## src/rtl/multicycle_dp_pkg.sv

```systemverilog
// Shared constants, FSM state enum, ALU-op enum and instruction decode helpers
// for the multicycle datapath.
package multicycle_dp_pkg;

  localparam logic [5:0] OP_RTYPE = 6'h00;
  localparam logic [5:0] OP_J     = 6'h02;
  localparam logic [5:0] OP_BEQ   = 6'h04;
  localparam logic [5:0] OP_ADDI  = 6'h08;
  localparam logic [5:0] OP_LW    = 6'h23;
  localparam logic [5:0] OP_SW    = 6'h2B;

  localparam logic [5:0] FN_ADD = 6'h20;
  localparam logic [5:0] FN_SUB = 6'h22;
  localparam logic [5:0] FN_AND = 6'h24;
  localparam logic [5:0] FN_OR  = 6'h25;
  localparam logic [5:0] FN_SLT = 6'h2A;

  typedef enum logic [2:0] {FETCH, DECODE, EXEC, MEM, WB} state_t;
  typedef enum logic [2:0] {ALU_ADD, ALU_SUB, ALU_AND, ALU_OR, ALU_SLT} alu_op_t;
  typedef enum logic [2:0] {
    CLS_RTYPE, CLS_ADDI, CLS_LW, CLS_SW, CLS_BEQ, CLS_J, CLS_ILLEGAL
  } instr_cls_t;

  function automatic instr_cls_t decode_cls(input logic [5:0] op, input logic [5:0] fn);
    instr_cls_t cls;
    cls = CLS_ILLEGAL;
    case (op)
      OP_RTYPE: begin
        if (fn == FN_ADD || fn == FN_SUB || fn == FN_AND || fn == FN_OR || fn == FN_SLT)
          cls = CLS_RTYPE;
      end
      OP_ADDI: cls = CLS_ADDI;
      OP_LW:   cls = CLS_LW;
      OP_SW:   cls = CLS_SW;
      OP_BEQ:  cls = CLS_BEQ;
      OP_J:    cls = CLS_J;
      default: cls = CLS_ILLEGAL;
    endcase
    return cls;
  endfunction

  // Only R-type selects a non-add operation; addi/lw/sw all add base and immediate.
  function automatic alu_op_t decode_alu(input logic [5:0] op, input logic [5:0] fn);
    alu_op_t a;
    a = ALU_ADD;
    if (op == OP_RTYPE) begin
      case (fn)
        FN_SUB:  a = ALU_SUB;
        FN_AND:  a = ALU_AND;
        FN_OR:   a = ALU_OR;
        FN_SLT:  a = ALU_SLT;
        default: a = ALU_ADD;
      endcase
    end
    return a;
  endfunction

endpackage

```

## src/rtl/mc_regfile.sv

```systemverilog
// Register file: two asynchronous reads, one synchronous write, register 0
// hard-wired to zero.
module mc_regfile #(
  parameter int XLEN  = 32,
  parameter int NREGS = 32
) (
  input  logic                     clk,
  input  logic                     rst,
  input  logic [$clog2(NREGS)-1:0] i_raddr_a,
  input  logic [$clog2(NREGS)-1:0] i_raddr_b,
  input  logic                     i_we,
  input  logic [$clog2(NREGS)-1:0] i_waddr,
  input  logic [XLEN-1:0]          i_wdata,
  output logic [XLEN-1:0]          o_rdata_a,
  output logic [XLEN-1:0]          o_rdata_b
);

  logic [XLEN-1:0] r_regs [NREGS];

  always_ff @(posedge clk or posedge rst) begin
    if (rst) begin
      for (int i = 0; i < NREGS; i++) r_regs[i] <= '0;
    end else if (i_we && (i_waddr != '0)) begin
      r_regs[i_waddr] <= i_wdata;
    end
  end

  assign o_rdata_a = (i_raddr_a == '0) ? '0 : r_regs[i_raddr_a];
  assign o_rdata_b = (i_raddr_b == '0) ? '0 : r_regs[i_raddr_b];

endmodule

```

## src/rtl/multicycle_datapath.sv

```systemverilog
// Multicycle MIPS-style datapath: FETCH/DECODE/EXEC/MEM/WB FSM over req/ack memories.
// Define MULTICYCLE_DP_JUMP_EN to enable the j instruction (otherwise opcode 02 is illegal).
module multicycle_datapath
  import multicycle_dp_pkg::*;
#(
  parameter int              XLEN     = 32,
  parameter int              NREGS    = 32,
  parameter logic [XLEN-1:0] PC_RESET = '0
) (
  input  logic            clk,
  input  logic            rst,
  output logic            imem_req,
  output logic [XLEN-1:0] imem_addr,
  input  logic [31:0]     imem_rdata,
  input  logic            imem_ack,
  output logic            dmem_req,
  output logic            dmem_we,
  output logic [XLEN-1:0] dmem_addr,
  output logic [XLEN-1:0] dmem_wdata,
  input  logic [XLEN-1:0] dmem_rdata,
  input  logic            dmem_ack,
  output logic [XLEN-1:0] result,
  output logic            retire,
  output logic            illegal,
  output state_t          o_dbg_state
);

  localparam int AW = $clog2(NREGS);

  state_t          r_state, w_state_nxt;
  instr_cls_t      r_cls, w_cls_dec;
  alu_op_t         r_alu_op;
  logic [31:0]     r_ir;
  logic [XLEN-1:0] r_pc, r_a, r_b, r_imm, r_bt, r_alu, r_result;
  logic [XLEN-1:0] w_pc_nxt, w_pc4, w_jump_pc, w_imm, w_bt;
  logic [XLEN-1:0] w_rdata_a, w_rdata_b, w_alu_b, w_alu_out;
  logic [AW-1:0]   w_waddr;
  logic            w_rf_we;

  assign w_pc4 = r_pc + XLEN'(4);
  assign w_imm = {{(XLEN-16){r_ir[15]}}, r_ir[15:0]};
  assign w_bt  = w_pc4 + (w_imm << 2);

  always_comb begin
    w_cls_dec = decode_cls(r_ir[31:26], r_ir[5:0]);
`ifdef MULTICYCLE_DP_JUMP_EN
    w_jump_pc = {w_pc4[XLEN-1:28], r_ir[25:0], 2'b00};
`else
    w_jump_pc = w_pc4;
    if (w_cls_dec == CLS_J) w_cls_dec = CLS_ILLEGAL;
`endif
  end

  // R-type takes rd and the rt operand; immediates write rt and use IMM as operand B.
  assign w_alu_b = (r_cls == CLS_RTYPE) ? r_b : r_imm;
  assign w_waddr = (r_cls == CLS_RTYPE) ? r_ir[11 +: AW] : r_ir[16 +: AW];

  always_comb begin
    w_alu_out = r_a + w_alu_b;
    case (r_alu_op)
      ALU_SUB: w_alu_out = r_a - w_alu_b;
      ALU_AND: w_alu_out = r_a & w_alu_b;
      ALU_OR:  w_alu_out = r_a | w_alu_b;
      ALU_SLT: w_alu_out = {{(XLEN-1){1'b0}}, ($signed(r_a) < $signed(w_alu_b))};
      default: w_alu_out = r_a + w_alu_b;
    endcase
  end

  mc_regfile #(.XLEN(XLEN), .NREGS(NREGS)) u_rf (
    .clk       (clk),
    .rst       (rst),
    .i_raddr_a (r_ir[21 +: AW]),
    .i_raddr_b (r_ir[16 +: AW]),
    .i_we      (w_rf_we),
    .i_waddr   (w_waddr),
    .i_wdata   (r_alu),
    .o_rdata_a (w_rdata_a),
    .o_rdata_b (w_rdata_b)
  );

  always_ff @(posedge clk or posedge rst) begin
    if (rst) begin
      r_state <= FETCH;
      r_pc    <= PC_RESET;
    end else begin
      r_state <= w_state_nxt;
      r_pc    <= w_pc_nxt;
    end
  end

  always_comb begin
    w_state_nxt = r_state;
    w_pc_nxt    = r_pc;
    w_rf_we     = 1'b0;
    retire      = 1'b0;
    illegal     = 1'b0;
    case (r_state)
      FETCH: if (imem_ack) w_state_nxt = DECODE;
      DECODE: begin
        if (w_cls_dec == CLS_ILLEGAL) begin
          illegal     = 1'b1;
          w_pc_nxt    = w_pc4;
          w_state_nxt = FETCH;
        end else begin
          w_state_nxt = EXEC;
        end
      end
      EXEC: begin
        case (r_cls)
          CLS_BEQ: begin
            retire      = 1'b1;
            w_pc_nxt    = (r_a == r_b) ? r_bt : w_pc4;
            w_state_nxt = FETCH;
          end
          CLS_J: begin
            retire      = 1'b1;
            w_pc_nxt    = w_jump_pc;
            w_state_nxt = FETCH;
          end
          CLS_LW, CLS_SW: w_state_nxt = MEM;
          default:        w_state_nxt = WB;
        endcase
      end
      MEM: begin
        if (dmem_ack) begin
          if (r_cls == CLS_SW) begin
            retire      = 1'b1;
            w_pc_nxt    = w_pc4;
            w_state_nxt = FETCH;
          end else begin
            w_state_nxt = WB;
          end
        end
      end
      WB: begin
        w_rf_we     = 1'b1;
        retire      = 1'b1;
        w_pc_nxt    = w_pc4;
        w_state_nxt = FETCH;
      end
      default: w_state_nxt = FETCH;
    endcase
  end

  always_ff @(posedge clk or posedge rst) begin
    if (rst) begin
      r_ir     <= '0;
      r_a      <= '0;
      r_b      <= '0;
      r_imm    <= '0;
      r_bt     <= '0;
      r_alu    <= '0;
      r_result <= '0;
      r_cls    <= CLS_RTYPE;
      r_alu_op <= ALU_ADD;
    end else begin
      case (r_state)
        FETCH: if (imem_ack) r_ir <= imem_rdata;
        DECODE: begin
          r_a      <= w_rdata_a;
          r_b      <= w_rdata_b;
          r_imm    <= w_imm;
          r_bt     <= w_bt;
          r_cls    <= w_cls_dec;
          r_alu_op <= decode_alu(r_ir[31:26], r_ir[5:0]);
        end
        EXEC: r_alu <= w_alu_out;
        MEM:  if (dmem_ack && (r_cls == CLS_LW)) r_alu <= dmem_rdata;
        WB:   r_result <= r_alu;
        default: ;
      endcase
    end
  end

  // imem_req is gated by rst so nothing is requested while reset is held.
  assign imem_req    = (r_state == FETCH) && !rst;
  assign imem_addr   = r_pc;
  assign dmem_req    = (r_state == MEM);
  assign dmem_we     = (r_state == MEM) && (r_cls == CLS_SW);
  assign dmem_addr   = r_alu;
  assign dmem_wdata  = r_b;
  assign result      = r_result;
  assign o_dbg_state = r_state;

endmodule

```

## config.mk

```make
export PLATFORM = sky130hd
export DESIGN_NAME = multicycle_datapath
export DESIGN_NICKNAME = d
export VERILOG_FILES = /design/src/rtl/multicycle_dp_pkg.sv /design/src/rtl/mc_regfile.sv /design/src/rtl/multicycle_datapath.sv
export SDC_FILE = /design/constraint.sdc
export NUM_CORES = 2
export LEC_CHECK = 0
export CAP_MARGIN = 20
export CORE_MARGIN = 1
export CORE_UTILIZATION = 55
export DETAILED_ROUTE_END_ITERATION = 10
export GPL_ROUTABILITY_DRIVEN = 0
export GPL_TIMING_DRIVEN = 1
export PLACE_DENSITY_LB_ADDON = 0.3
export SYNTH_ARGS = -nofsm -noshare
export SYNTH_HDL_FRONTEND = slang
export SYNTH_SLANG_ARGS = --single-unit
export TNS_END_PERCENT = 30
```

## constraint.sdc

```tcl
create_clock -name clk -period 85.9 [get_ports clk]
set_clock_uncertainty 0.05 [all_clocks]
set_input_delay 21.475 -clock clk [delete_from_list [all_inputs] [get_ports clk]]
set_output_delay 21.475 -clock clk [all_outputs]
set_load 0.02 [all_outputs]
```

==> out/results.tsv <==
metric	value	unit
drive_gt1_share	32.2	%
via_count	52700	
ctsHoldBuffers	0	
hpwl	137000	um
totalWireLength	231000	um
setup_viol	0	
tns	0	ns
outcome	finished clean	
power.density	31.9	nW/um^2
fin_crit_sh	51.7	%
clockBufferDepth	3	
portBuffers	203	
postCtsSetupRepairBufs	0	
yosysSeqAreaShare	44.4	%
crit_top_cell	clkdlybuf4s50_1	
maxSlewViolCount	0	
grt_use_total	35.1	%
cp_top_family	buffers and inverters	
first_pass_iters	6	
antenna_found_initial	4	
rows	132	
synth_nets	6078	
synth_common_cells	dfrtp_1 (1273), mux2_2 (1110), mux4_2 (364)	
cts_tree	yes	
clk_latency	0.78	ns
min_period	44.37	ns
syn_area_per_cell	12.2	um^2
path_buf_inv	2	
syn_area	71700	um^2
start_util	55.4	%
via_per_inst	6.87	
die_h	363	um
grt_start_max_net_pins	188	
synthMostInstantiatedCell	dfrtp_1	
die_x	363	um
cts_sinks	1273	
synth_cells	5880	
cellLeakagePower	36.9	nW
hold_viol_final	0	
design.core.area	129000	um^2
ir_worst_vdd	0.0000410	V
whs_endpoint	u_rf.r_regs[999]	
max_clock_freq	0.0225	GHz
max_slew.worst_pin.slew	1.22	ns
synth-edff-count	0	
drtIter0Drc	6520	
crit_slowest_cell	clkdlybuf4s50_1	
crit_path_end_kind	output pin	
placed_cell_area	75100	um^2
hold_path_class	reg2reg	
postRouteAntennaNets	0	
synth_warnings	0	
maxSlewHeadroom	18.5	%
r2r-end	dmem_addr[28]	
grt_pass1_vias	52400	
die_area	132000	um^2
ys_async_sr_fraction	100	%
critPathLaunchType	input pin	
cpPeakStageDelay	0.65	ns
rsz0062_at_grt	no	
r2r_start	r_cls[0]	
hp-start	u_rf.r_regs[999]	
nets	6014	
drc_errors	0	
regToRegSetupSlack	80.64	ns
worstSetupPathType	in2out	
r2r_cells	15	
synth_area_leaders	dfrtp_1 (44%), mux2_2 (17%), mux4_2 (11%)	
h-tree-depth	4	
synth_top_area_cell	dfrtp_1	
critPathArrivalTime	22.84	ns
drv_cap	0	
gr-total-overflow	0	
cts_buffers	139	
finish.instance_area	79900	um^2
root_buffer	clkbuf_16	
cts_resized	0	
synth_top_area_share	44.4	%
io_pins	204	
clk_pin_slew_worst_paths	0.06	ns
synth_flop_cell	dfrtp_1	
grt_pass1_wl	342000	um
wl_per_cell	30.1	um
synth-seq-cells	1273	
hold_depth	0	
synth_cell_types	78	
path_cells	clkdlybuf4s50_1, nor4_1, clkdlybuf4s50_1	
syn2layout_area_growth	11.4	%
worstPathMaxFanout	2	
crit_required	64.38	ns
[final cells by class]
cell class | instances | area (um^2)
clock buffer | 204 | 4170
sequential | 1273 | 31900
timing repair buffer | 341 | 3220
tap | 1742 | 2180
inverter | 114 | 435
fill | 10000 | 49600
antenna | 1 | 2.50
multi-input combinational | 3947 | 37500
clock inverter | 42 | 503
[worst max-delay path by stage]
stage | from | to | cells past startpoint
after CTS | rst | imem_req | 3
after global routing | rst | imem_req | 3
after global placement | rst | imem_req | 3
after detailed placement | rst | imem_req | 3
final | rst | imem_req | 3
after floorplan | rst | dmem_addr[0] | 1
[cells by family (layout without fill, tap and decap cells)]
logic type	Yosys count	after routing	share of synthesized area, %
fa+ha+maj	130	130	2.30
other cells	0	1	0
compound gates	1109	1109	9.84
xor+xnor	122	122	1.49
buf+inv	660	701	3.63
simple gates	785	785	4.86
mux	1801	1801	33.5
flops	1273	1273	44.4
[state kept, by name, indices dropped and copies added (netlist names)]
register	cells
u_rf.r_regs	1024
imem_addr	32
dmem_addr	32
r_bt	32
result	32
r_a	32
r_imm	16
dmem_wdata	32
r_alu_op	3
o_dbg_state	3
r_cls	3
r_ir	32
[report_power, final]
part	leakage, nW	internal [mW]	switching (mW)
sequential	17.4	0.669	0.113
clock	2.30	0.363	0.252
combinational	17.2	0.423	0.732
total	36.9	1.45	1.10
[metrics by stage]
stage                     worst slack, ns  hold WS [ns]  power (mW)  cells  util (%)
final                               41.53         0.346        2.55   7664      61.7
after global routing                41.48         0.362        2.66   7663      61.7
after CTS                           41.53         0.349        2.52   7659      61.6
after detailed placement            41.54         0.336        1.91   7413      58.0
after global placement              41.47         0.330        1.89   7413      58.0
after floorplan                     28.50         0.390        1.53   5880         -
[layer usage]
metal | track usage (%) | routed length (um)
met2 | 52.5 | 102000
met1 | 46.7 | 89400
met5 | 0 | 34
met4 | 18.7 | 13300
met3 | 9.57 | 25900
[worst register-to-register path, delay by kind of cell, from the launching register on]
kind	cells	cell delay (ns)
flops	1	0.47
fa+ha+maj	2	0.76
buf+inv	1	0.60
compound gates	7	1.90
mux	2	0.68
simple gates	3	0.67
[cell usage in the layout (no fill, tap or decap), types with 11 or more instances in the layout]
master / synthesis / routed
a211oi_1: 30 / 30
a21o_1: 58 / 58
a21oi_1: 354 / 354
a221oi_1: 37 / 37
a22o_1: 34 / 34
a31oi_1: 15 / 15
and3_1: 17 / 17
buf_4: 3 / 128
clkbuf_1: 333 / 27
clkbuf_16: 0 / 145
clkbuf_8: 0 / 32
clkdlybuf4s50_1: 0 / 203
clkinv_2: 0 / 20
dfrtp_1: 1273 / 1263
ha_1: 127 / 127
inv_1: 112 / 111
mux2_1: 27 / 27
mux2_2: 1110 / 1110
mux2i_1: 300 / 300
mux4_2: 364 / 364
nand2_1: 354 / 338
nand2_2: 0 / 16
nand2b_1: 40 / 38
nand3_1: 46 / 42
nand4_1: 21 / 21
nor2_1: 176 / 166
nor2b_1: 24 / 19
nor3_1: 58 / 57
nor4_1: 12 / 11
o211ai_1: 37 / 37
o21ai_0: 193 / 193
o21ai_1: 27 / 27
o21bai_1: 12 / 12
o221ai_1: 91 / 91
o22ai_1: 127 / 126
o31ai_1: 19 / 19
xnor2_1: 83 / 83
xor2_1: 39 / 39
Power figures use the tool's default switching activity.
